--- config.mk ---
export PLATFORM = sky130hd
export DESIGN_NAME = ps2_key_event_unit
export DESIGN_NICKNAME = d
export VERILOG_FILES = /design/src/rtl/ps2_pkg.sv /design/src/rtl/ps2_frame_rx.sv /design/src/rtl/ps2_key_event_unit.sv
export SDC_FILE = /design/constraint.sdc
export NUM_CORES = 1
export LEC_CHECK = 0
export ABC_AREA = 1
export BUFFER_PORTS_ARGS = -buffer_cell sky130_fd_sc_hd__buf_2
export CORE_AREA = 2 2 107 109
export DETAILED_ROUTE_END_ITERATION = 6
export DIE_AREA = 0 0 109 111
export MAX_ROUTING_LAYER = met4
export PLACE_DENSITY = 0.94
export SLEW_MARGIN = 10
export SYNTH_ARGS = -nofsm -noshare
export SYNTH_HDL_FRONTEND = slang
export SYNTH_SLANG_ARGS = --single-unit
--- constraint.sdc ---
create_clock -name CLOCK_50 -period 6.1 [get_ports CLOCK_50]
set_input_delay 0.305 -clock CLOCK_50 [delete_from_list [all_inputs] [get_ports CLOCK_50]]
set_output_delay 0.305 -clock CLOCK_50 [all_outputs]
set_load 0.005 [all_outputs]
--- src/rtl/ps2_pkg.sv ---
// ps2_pkg: shared types and constants for the PS/2 key event unit.
// Holds the decoder state enum, frame constants, special codes and event bundle.
package ps2_pkg;

    typedef enum logic [1:0] {
        ST_IDLE,
        ST_E0,
        ST_F0,
        ST_E0F0
    } dec_state_t;

    localparam int         PS2_FRAME_BITS = 11;
    localparam logic [3:0] PS2_STOP_IDX   = 4'(PS2_FRAME_BITS - 1);

    localparam logic [7:0] PS2_EXT        = 8'hE0;
    localparam logic [7:0] PS2_BRK        = 8'hF0;
    localparam logic [7:0] PS2_PAUSE      = 8'hE1;
    localparam logic [7:0] PS2_BAT_OK     = 8'hAA;
    localparam logic [7:0] PS2_ACK        = 8'hFA;
    localparam logic [7:0] PS2_FAKE_SHIFT = 8'h12;
    localparam logic [7:0] PS2_ECHO       = 8'hEE;
    localparam logic [7:0] PS2_RESEND     = 8'hFE;

    typedef struct packed {
        logic       ext;
        logic       make;
        logic [7:0] code;
    } ps2_event_t;

    // Status/reply bytes that never start a key sequence.
    function automatic logic is_idle_discard(input logic [7:0] b);
        return (b == PS2_BAT_OK) || (b == PS2_ACK) || (b == PS2_ECHO) ||
               (b == PS2_RESEND) || (b == 8'h00) || (b == 8'hFF) ||
               (b == PS2_PAUSE);
    endfunction

endpackage

--- src/rtl/ps2_frame_rx.sv ---
// ps2_frame_rx: synchronises and filters PS2_CLK/PS2_DAT and receives 11-bit
// frames, flagging bad start/parity/stop bits and mid-frame timeouts.
module ps2_frame_rx
    import ps2_pkg::*;
#(
    parameter int FILT_LEN    = 8,
    parameter int TIMEOUT_CYC = 100000
) (
    input  logic       CLOCK_50,
    input  logic       reset,
    input  logic       PS2_CLK,
    input  logic       PS2_DAT,
    output logic [7:0] rx_byte,
    output logic       byte_valid,
    output logic       frame_err
);

    localparam int FW = $clog2(FILT_LEN + 1);
    localparam int WW = $clog2(TIMEOUT_CYC + 1);

    logic [1:0]    clk_sync;
    logic [1:0]    dat_sync;
    logic          clk_filt;
    logic [FW-1:0] filt_cnt;
    logic [3:0]    bit_cnt;
    logic [9:0]    shreg;
    logic [WW-1:0] wd_cnt;
    logic          clk_s;
    logic          dat_s;
    logic          filt_flip;
    logic          fall;
    logic          timeout;

    assign clk_s     = clk_sync[1];
    assign dat_s     = dat_sync[1];
    assign filt_flip = (clk_s != clk_filt) && (filt_cnt == FW'(FILT_LEN - 1));
    assign fall      = filt_flip && clk_filt;
    assign timeout   = (bit_cnt != 4'd0) && !fall &&
                       (wd_cnt == WW'(TIMEOUT_CYC - 1));

    always_ff @(posedge CLOCK_50) begin
        if (reset) begin
            clk_sync <= 2'b11;
            dat_sync <= 2'b11;
            clk_filt <= 1'b1;
            filt_cnt <= '0;
        end else begin
            clk_sync <= {clk_sync[0], PS2_CLK};
            dat_sync <= {dat_sync[0], PS2_DAT};
            if (clk_s == clk_filt) begin
                filt_cnt <= '0;
            end else if (filt_flip) begin
                clk_filt <= clk_s;
                filt_cnt <= '0;
            end else begin
                filt_cnt <= filt_cnt + FW'(1);
            end
        end
    end

    // shreg fills LSB-first: after ten shifts [0]=start, [8:1]=data, [9]=parity.
    always_ff @(posedge CLOCK_50) begin
        if (reset) begin
            bit_cnt    <= 4'd0;
            shreg      <= '0;
            wd_cnt     <= '0;
            rx_byte    <= 8'd0;
            byte_valid <= 1'b0;
            frame_err  <= 1'b0;
        end else begin
            byte_valid <= 1'b0;
            frame_err  <= 1'b0;
            if (fall) begin
                wd_cnt <= '0;
                if (bit_cnt == PS2_STOP_IDX) begin
                    bit_cnt <= 4'd0;
                    if (!shreg[0] && (^shreg[9:1]) && dat_s) begin
                        rx_byte    <= shreg[8:1];
                        byte_valid <= 1'b1;
                    end else begin
                        frame_err <= 1'b1;
                    end
                end else begin
                    shreg   <= {dat_s, shreg[9:1]};
                    bit_cnt <= bit_cnt + 4'd1;
                end
            end else if (timeout) begin
                bit_cnt   <= 4'd0;
                wd_cnt    <= '0;
                frame_err <= 1'b1;
            end else if (bit_cnt != 4'd0) begin
                wd_cnt <= wd_cnt + WW'(1);
            end else begin
                wd_cnt <= '0;
            end
        end
    end

endmodule

--- src/rtl/ps2_key_event_unit.sv ---
// ps2_key_event_unit: PS/2 frame receiver, E0/F0 decoder, event FIFO and held-key
// bitmap. Define PS2_TYPEMATIC_FILTER_EN to drop repeated makes of held table keys.
module ps2_key_event_unit
    import ps2_pkg::*;
#(
    parameter int                    NUM_KEYS    = 9,
    parameter logic [9*NUM_KEYS-1:0] KEY_TABLE   = {9'h059, 9'h026, 9'h01E,
                                                    9'h016, 9'h029, 9'h05A,
                                                    9'h07A, 9'h072, 9'h069},
    parameter int                    FIFO_DEPTH  = 8,
    parameter int                    FILT_LEN    = 8,
    parameter int                    TIMEOUT_CYC = 100000
) (
    input  logic                CLOCK_50,
    input  logic                reset,
    input  logic                PS2_CLK,
    input  logic                PS2_DAT,
    output logic                ev_valid,
    input  logic                ev_ready,
    output logic [7:0]          ev_code,
    output logic                ev_ext,
    output logic                ev_make,
    output logic [NUM_KEYS-1:0] key_down,
    output logic                frame_err,
    output logic                overflow
);

    localparam int AW = $clog2(FIFO_DEPTH);
    localparam int PW = AW + 1;

    logic [7:0]          rx_byte;
    logic                byte_valid;
    dec_state_t          state;
    dec_state_t          state_nx;
    logic                ev_fire;
    ps2_event_t          ev;
    logic [NUM_KEYS-1:0] key_hit;
    logic                push_req;
    logic                push;
    logic                pop;
    logic                full;
    logic [PW-1:0]       wr_ptr;
    logic [PW-1:0]       rd_ptr;
    logic [PW-1:0]       wr_nx;
    logic [PW-1:0]       rd_nx;
    ps2_event_t          mem [FIFO_DEPTH];
    ps2_event_t          head;

    ps2_frame_rx #(
        .FILT_LEN    (FILT_LEN),
        .TIMEOUT_CYC (TIMEOUT_CYC)
    ) u_rx (
        .CLOCK_50   (CLOCK_50),
        .reset      (reset),
        .PS2_CLK    (PS2_CLK),
        .PS2_DAT    (PS2_DAT),
        .rx_byte    (rx_byte),
        .byte_valid (byte_valid),
        .frame_err  (frame_err)
    );

    always_ff @(posedge CLOCK_50) begin
        if (reset || frame_err) state <= ST_IDLE;
        else                    state <= state_nx;
    end

    // Event fields follow from the state the byte arrives in.
    always_comb begin
        state_nx = state;
        ev_fire  = 1'b0;
        ev.code  = rx_byte;
        ev.ext   = (state == ST_E0) || (state == ST_E0F0);
        ev.make  = (state == ST_IDLE) || (state == ST_E0);
        if (byte_valid) begin
            unique case (state)
                ST_IDLE: begin
                    if (rx_byte == PS2_EXT)      state_nx = ST_E0;
                    else if (rx_byte == PS2_BRK) state_nx = ST_F0;
                    else ev_fire = !is_idle_discard(rx_byte);
                end
                ST_E0: begin
                    if (rx_byte == PS2_BRK) begin
                        state_nx = ST_E0F0;
                    end else begin
                        state_nx = ST_IDLE;
                        ev_fire  = (rx_byte != PS2_FAKE_SHIFT);
                    end
                end
                ST_F0: begin
                    state_nx = ST_IDLE;
                    ev_fire  = 1'b1;
                end
                ST_E0F0: begin
                    state_nx = ST_IDLE;
                    ev_fire  = (rx_byte != PS2_FAKE_SHIFT);
                end
                default: state_nx = ST_IDLE;
            endcase
        end
    end

    always_comb begin
        key_hit = '0;
        for (int i = 0; i < NUM_KEYS; i++)
            key_hit[i] = (KEY_TABLE[9*i +: 9] == {ev.ext, ev.code});
    end

    always_ff @(posedge CLOCK_50) begin
        if (reset) begin
            key_down <= '0;
        end else if (ev_fire) begin
            for (int i = 0; i < NUM_KEYS; i++)
                if (key_hit[i]) key_down[i] <= ev.make;
        end
    end

`ifdef PS2_TYPEMATIC_FILTER_EN
    assign push_req = ev_fire && !(ev.make && |(key_hit & key_down));
`else
    assign push_req = ev_fire;
`endif

    assign pop   = ev_valid & ev_ready;
    assign full  = (wr_ptr - rd_ptr) == PW'(FIFO_DEPTH);
    assign push  = push_req && (!full || pop);
    assign wr_nx = wr_ptr + PW'(push);
    assign rd_nx = rd_ptr + PW'(pop);

    always_ff @(posedge CLOCK_50) begin
        if (push) mem[wr_ptr[AW-1:0]] <= ev;
    end

    // Head is registered; bypass the array when the new head is this push.
    always_ff @(posedge CLOCK_50) begin
        if (reset) begin
            wr_ptr   <= '0;
            rd_ptr   <= '0;
            ev_valid <= 1'b0;
            head     <= '0;
            overflow <= 1'b0;
        end else begin
            wr_ptr   <= wr_nx;
            rd_ptr   <= rd_nx;
            ev_valid <= (wr_nx != rd_nx);
            if (wr_nx != rd_nx) begin
                if (push && (rd_nx == wr_ptr)) head <= ev;
                else                           head <= mem[rd_nx[AW-1:0]];
            end
            if (push_req && !push) overflow <= 1'b1;
        end
    end

    assign ev_code = head.code;
    assign ev_ext  = head.ext;
    assign ev_make = head.make;

endmodule

# Word-level counts from Yosys, hierarchy flattened
# Memory sizes are Yosys's and may differ from the RTL's.
# Index checks and enable logic that the tools add are counted.
dict set report classes {
  n_addsub 6
  n_eq_ne 30
  muxes 20
  bitwise_logic 5
  reduce_logical 46
}
# operator count
set op_table {}
lappend op_table {{$eq 8x8->1 const B} 8}
lappend op_table {{$eq 7x9->1 const A} 5}
lappend op_table {{$reduce_and 2->1} 12}
lappend op_table {{$eq 5x9->1 const A} 2}
lappend op_table {{$eq 6x9->1 const A} 2}
lappend op_table {{$add 17x1->17 const B} 1}
lappend op_table {{$eq 17x17->1 const B} 1}
lappend op_table {{$mux 4} 3}
lappend op_table {{$mux 1} 11}
lappend op_table {{$logic_or 1x1->1} 10}
lappend op_table {{$mux 10} 1}
lappend op_table {{$logic_and 1x1->1} 9}
lappend op_table {{$reduce_xor 9->1} 1}
lappend op_table {{$add 4x1->4} 2}
lappend op_table {{$add 4x1->4 const B} 2}
lappend op_table {{$eq 4x4->1 const B} 2}
lappend op_table {{$logic_not 8->1} 1}
lappend op_table {{$ne 8x5->1 const B} 1}
lappend op_table {{$mux 2} 3}
lappend op_table {{$pmux 2 s3} 1}
lappend op_table {{$reduce_or 3->1} 2}
lappend op_table {{$logic_not 1->1} 5}
lappend op_table {{$eq 2x2->1 const B} 2}
lappend op_table {{$eq 4x3->1 const B} 1}
lappend op_table {{16 further kinds} 19}
dict set report word_totals {
  regBits 81
  ram_bits 80
  inputBits 5
  output_inout_bits 22
  word_cells 135
  memories 1
}
# memory depth width rd rd_clocked_by_memory_dff wr line
set memory_table {}
lappend memory_table {mem 8 10 1 0 1 ps2_key_event_unit.sv:46} ;# ps2_event_t mem [FIFO_DEPTH];

# Logic depth before layout (Yosys ltp)
dict set report logic_depth {
  depth_word 15
  ltp_mapped 19
  ltp_nobuf 19
}

# Hierarchy
# Synthesis repeated with hierarchy kept, for this count alone.
dict set report unflattened {
  hier_cells 808
  area_unflattened_um2 7168.1
}
# module instances cells_each area_per_inst_um2 seq_area_each_um2
set by_module_without_submodules {}
lappend by_module_without_submodules {ps2_key_event_unit 1 512 4942.2 3022.9}
lappend by_module_without_submodules {ps2_frame_rx 1 296 2225.9 1001.0}

# Least setup slack after synthesis
# Ideal clock, no wire load.
dict set report synth_path {
  path_kind {reg-to-reg}
  start {register u_rx.rx_byte[7]}
  end {register head (netlist bit ev_code[0])}
  setup_ns 0.058
  arrival_ns 2.576
  t_required_ns 6.042
  setup_slack_ns 3.466
  path_stages_with_launch 16
  path_buffers 1
  synth_period_minus_slack_ns 2.634
  cell_sequence {dfxtp_1 -> nand2_1 -> nor2_1 -> nand4_1 -> nand3_1 -> inv_1 -> and3_1 -> ha_1 -> ha_1 -> xnor2_1 -> xnor2_1 -> nor2_1 -> a21oi_1 -> buf_2 -> nand3_1 -> nand2_1}
}
dict set report synth_via {
  elab_chain_cells 15
  elab_cells_between_ends 27
  cone_classes {1 x add/sub; 10 x eq/ne; 6 x mux; 10 x reduce/logical}
}
# item line
set synth_rtl {}
lappend synth_rtl {{from (decl)} ps2_frame_rx.sv:13} ;# output logic [7:0] rx_byte,
lappend synth_rtl {{from (signal assigned)} ps2_frame_rx.sv:78} ;# rx_byte <= shreg[8:1];
lappend synth_rtl {{$eq 8x8->1} ps2_pkg.sv:32} ;# return (b == PS2_BAT_OK) || (b == PS2_ACK) || (b == PS2_ECHO) ||
lappend synth_rtl {{$logic_or 1x1->1 (3 in series)} ps2_pkg.sv:32}
lappend synth_rtl {{$logic_or 1x1->1 (3 in series)} ps2_pkg.sv:33} ;# (b == PS2_RESEND) || (b == 8'h00) || (b == 8'hFF) ||
lappend synth_rtl {{$logic_not 1->1} ps2_key_event_unit.sv:79} ;# else ev_fire = !is_idle_discard(rx_byte);
lappend synth_rtl {{$mux 1} ps2_key_event_unit.sv:78} ;# else if (rx_byte == PS2_BRK) state_nx = ST_F0;
lappend synth_rtl {{$mux 1} ps2_key_event_unit.sv:77} ;# if (rx_byte == PS2_EXT) state_nx = ST_E0;
lappend synth_rtl {{$pmux 1 s4 (*)} ps2_key_event_unit.sv:75} ;# unique case (state)
lappend synth_rtl {{$mux 1 (*)} ps2_key_event_unit.sv:74} ;# if (byte_valid) begin
lappend synth_rtl {{$logic_and 1x1->1 (*)} ps2_key_event_unit.sv:125} ;# assign push = push_req && (!full || pop);
lappend synth_rtl {{$add 4x1->4 / $logic_and 1x1->1 (equally long branches)} {ps2_key_event_unit.sv:126, ps2_key_event_unit.sv:146}}
lappend synth_rtl {{$ne 4x4->1 / $mux 10 (equally long branches)} {ps2_key_event_unit.sv:145, ps2_key_event_unit.sv:146}}
lappend synth_rtl {{to (signal assigned)} ps2_key_event_unit.sv:146} ;# if (push && (rd_nx == wr_ptr)) head <= ev;
lappend synth_rtl {{to (signal assigned)} ps2_key_event_unit.sv:147} ;# else head <= mem[rd_nx[AW-1:0]];
lappend synth_rtl {{to (decl)} ps2_key_event_unit.sv:47} ;# ps2_event_t head;
# Mark *: on every way between the ends. The rest lies on a longest branch, timed or not.
# A chain may end at the register's enable or synchronous reset.

# Worst setup path after layout
dict set report layout_path {
  start {register wr_ptr[0]}
  end {register head (netlist bit ev_make)}
}
dict set report layout_via {
  elab_chain_cells 7
  elab_cells_between_ends 10
  cone_classes {2 x add/sub; 3 x eq/ne; 1 x mux; 4 x reduce/logical}
}
# item line
set layout_rtl {}
lappend layout_rtl {{from (decl)} ps2_key_event_unit.sv:42} ;# logic [PW-1:0] wr_ptr;
lappend layout_rtl {{from (signal assigned)} ps2_key_event_unit.sv:142} ;# wr_ptr <= wr_nx;
lappend layout_rtl {{$sub 4x4->4} ps2_key_event_unit.sv:124} ;# assign full = (wr_ptr - rd_ptr) == PW'(FIFO_DEPTH);
lappend layout_rtl {{$eq 4x4->1} ps2_key_event_unit.sv:124}
lappend layout_rtl {{$logic_not 1->1} ps2_key_event_unit.sv:125}
lappend layout_rtl {{$logic_or 1x1->1} ps2_key_event_unit.sv:125}
lappend layout_rtl {{$logic_and 1x1->1} ps2_key_event_unit.sv:125}
lappend layout_rtl {{$add 4x1->4 / $logic_and 1x1->1 (equally long branches)} {ps2_key_event_unit.sv:126, ps2_key_event_unit.sv:146}}
lappend layout_rtl {{$ne 4x4->1 / $mux 10 (equally long branches)} {ps2_key_event_unit.sv:145, ps2_key_event_unit.sv:146}}
# Parallel ways exist; a longest one is shown, timed or not.

==> results.json <==
{
  "routedWlPerCell_microns": 17.5,
  "hold_class": "in2reg",
  "arrival_ns": 4.27,
  "critPathMaxFanout": 13,
  "finalWirelength_mm": 16.9,
  "first_pass_iters": 5,
  "cts_sinks": 161,
  "relSlewSlack": 0.201,
  "fp.dieH_microns": 111,
  "worst_slack_ns": 2.19,
  "n_fill_cell": 759,
  "cts_tree": "built",
  "antenna_found_initial": 0,
  "synth.distinct_cells": 40,
  "fp.dieW_microns": 109,
  "tns_ns": 0,
  "ys_seq_area_frac": 0.564,
  "io-pin-count": 27,
  "gp_congestion": 0.965,
  "leakagePower_nw": 3.20,
  "postCtsHoldBufs": 0,
  "clock.fmax_mhz": 256,
  "dp_hpwl_mm": 10.5,
  "yosys-top-cells-area": "edfxtp_1 (34%), dfxtp_1 (23%), nand2_1 (7.7%), nor2_1 (6.9%), o21ai_0 (4.0%)",
  "vias_per_cell": 5.92,
  "yosysMostFrequentCell": "nand2_1",
  "layout-area-overhead-vs-synth_pct": 11.2,
  "post-route-drc-count": 0,
  "top_layer_used": "met4",
  "whs_ns": 0.0616,
  "fin_area_sq_mm": 0.00794,
  "portBuffers": 26,
  "cts_setup_buffers": 0,
  "gr-total-overflow": 0,
  "worstMarginPinSlew_ns": 1.19,
  "routed-wl-met2_mm": 8.65,
  "yosysWarnings": 0,
  "synth_flop_cell": "dfxtp_1",
  "skew_ns": 0.00720,
  "num_antenna_cells": 0,
  "synth_edf_count": 80,
  "synth_top_cell_by_area": "edfxtp_1",
  "required_ns": 6.45,
  "grt_max_degree": 44,
  "finalCriticalPeriod_ns": 3.91,
  "fin_crit_sh": 0.642,
  "status": "finished clean",
  "p_total_mw": 2.21,
  "drive_gt1_frac": 0.0972,
  "grt_pass1_vias": 5605,
  "clock_path_buffers": 2,
  "cp-start-kind": "flop",
  "core-area_sq_mm": 0.0111,
  "initial_core_util": 0.644,
  "power.density_mw_per_mm2": 278,
  "syn_inst": 790,
  "vias": 5717,
  "netlist_area_sq_mm": 0.00714,
  "rsz0062_at_grt": "false",
  "worstSkewPairLatency_ns": 0.42,
  "pre_cts_slack_ns": 2.45,
  "placed_cell_area_sq_mm": 0.00734,
  "m1WireLength_mm": 6.40,
  "ir_drop_mv": 0.212,
  "rows": 39,
  "drt_iter0_markers": 511,
  "h-tree-depth": 4,
  "cts_root_buf": "clkbuf_16",
  "clk_pin_slew_ns": 0.06,
  "ant_nets": 0,
  "finalSetupViolations": 0,
  "cts-buffers-inserted": 17,
  "dr_wl_met3_mm": 1.32,
  "syn_nets": 807,
  "crit_type": "reg2reg",
  "syn_area_per_cell_sq_um": 9.04,
  "finalHoldViolCount": 0,
  "grt_usage": 0.300,
  "dieArea_sq_mm": 0.0121,
  "cts_resized": 0,
  "grt_pass1_wl_mm": 26.9,
  "maxCapViolCount": 0,
  "synth_top_area_frac": 0.337,
  "nets": 827,
  "synth_seq_cells": 161,
  "async_flop_share": 0,
  "ys_top_cells_by_count": "nand2_1 (147), nor2_1 (131), dfxtp_1 (81)",
  "maxSlewViolCount": 0,
  "endpoint_kind": "flop"
}
[path summary, 6_finish.rpt]
path | from | slack (ns) | end | cells past startpoint
worst min-delay path | PS2_DAT | 0.06 | u_rx.dat_sync[0] | 2
worst max-delay path | wr_ptr[0] | 2.19 | ev_make | 15
worst max register to register | wr_ptr[0] | 2.19 | ev_make | 15
worst min register to register | u_rx.dat_sync[0] | 0.42 | u_rx.dat_sync[1] | 1
[registers in the layout, indices dropped and copies added, names as in the netlist, 2 cells and up]
name and count:
u_rx.bit_cnt 4, mem 80, u_rx.filt_cnt 4, u_rx.clk_sync 2
wr_ptr 4, u_rx.shreg 10, u_rx.rx_byte 8, u_rx.wd_cnt 17
ev_code 8, key_down 9, u_rx.dat_sync 2, rd_ptr 4
state 2
[metrics by stage]
stage	util	cells
floorplan	-	790
global placement	0.663	934
detailed placement	0.663	934
CTS	0.717	966
global route	0.717	966
finish	0.717	966
[placed cells by master (no fill, tap or decap), types with 3 or more instances in the layout]
cell / instances
a21oi_1: 25
buf_2: 26
buf_4: 3
clkbuf_16: 17
clkinv_1: 3
dfxtp_1: 81
edfxtp_1: 80
ha_1: 12
inv_1: 67
inv_6: 5
nand2_1: 147
nand3_1: 36
nand3b_1: 6
nand4_1: 26
nor2_1: 131
nor2_4: 4
nor3_1: 10
o21ai_0: 57
o21ai_1: 4
o221ai_1: 15
o22ai_1: 5
or2_2: 6
xnor2_1: 13
xor2_1: 17
[critical path: stages (launching register included)]
cell and delay [ns]:
dfxtp_1 0.40, inv_1 0.09, ha_1 0.28, nand2_1 0.04, nor2_1 0.10, nand2_1 0.06
nand3b_1 0.46, and3_1 0.41, ha_1 0.23, ha_1 0.21, xnor2_1 0.23, xnor2_1 0.15
nor2_1 0.07, a21oi_1 0.74, nand3_1 0.24, nand2_1 0.16
[kinds of logic (layout without fill, tap and decap cells)]
| group | Yosys count | in the layout | synth area share |
|---|---|---|---|
| fa+ha+maj | 12 | 12 | 0.0210 |
| compound gates | 111 | 111 | 0.0896 |
| buf+inv | 99 | 132 | 0.0552 |
| xor+xnor | 31 | 31 | 0.0391 |
| simple gates | 376 | 376 | 0.231 |
| flops | 161 | 161 | 0.564 |
[final cells by class]
| class | instances | area (sq um) | share of cell area |
|---|---|---|---|
| clock buffers | 17 | 425 | 0.0536 |
| multi-input cells | 530 | 2720 | 0.343 |
| well taps | 143 | 179 | 0.0225 |
| inverters | 71 | 267 | 0.0336 |
| flip-flops and latches | 161 | 4020 | 0.507 |
| repair buffers | 29 | 153 | 0.0192 |
| clock inverters | 15 | 173 | 0.0217 |
[where the power goes]
part | internal [mW] | switching, mW
sequential | 1.13 | 0.000774
clock | 0.615 | 0.454
combinational | 0.00422 | 0.0105
[metal layers]
metal	GRT usage	vias up
met5	-	-
met4	0.138	0
met3	0.0723	55
met2	0.493	287
met1	0.345	2674
li1	-	2701
No activity file was read; power rests on OpenSTA's default activity.
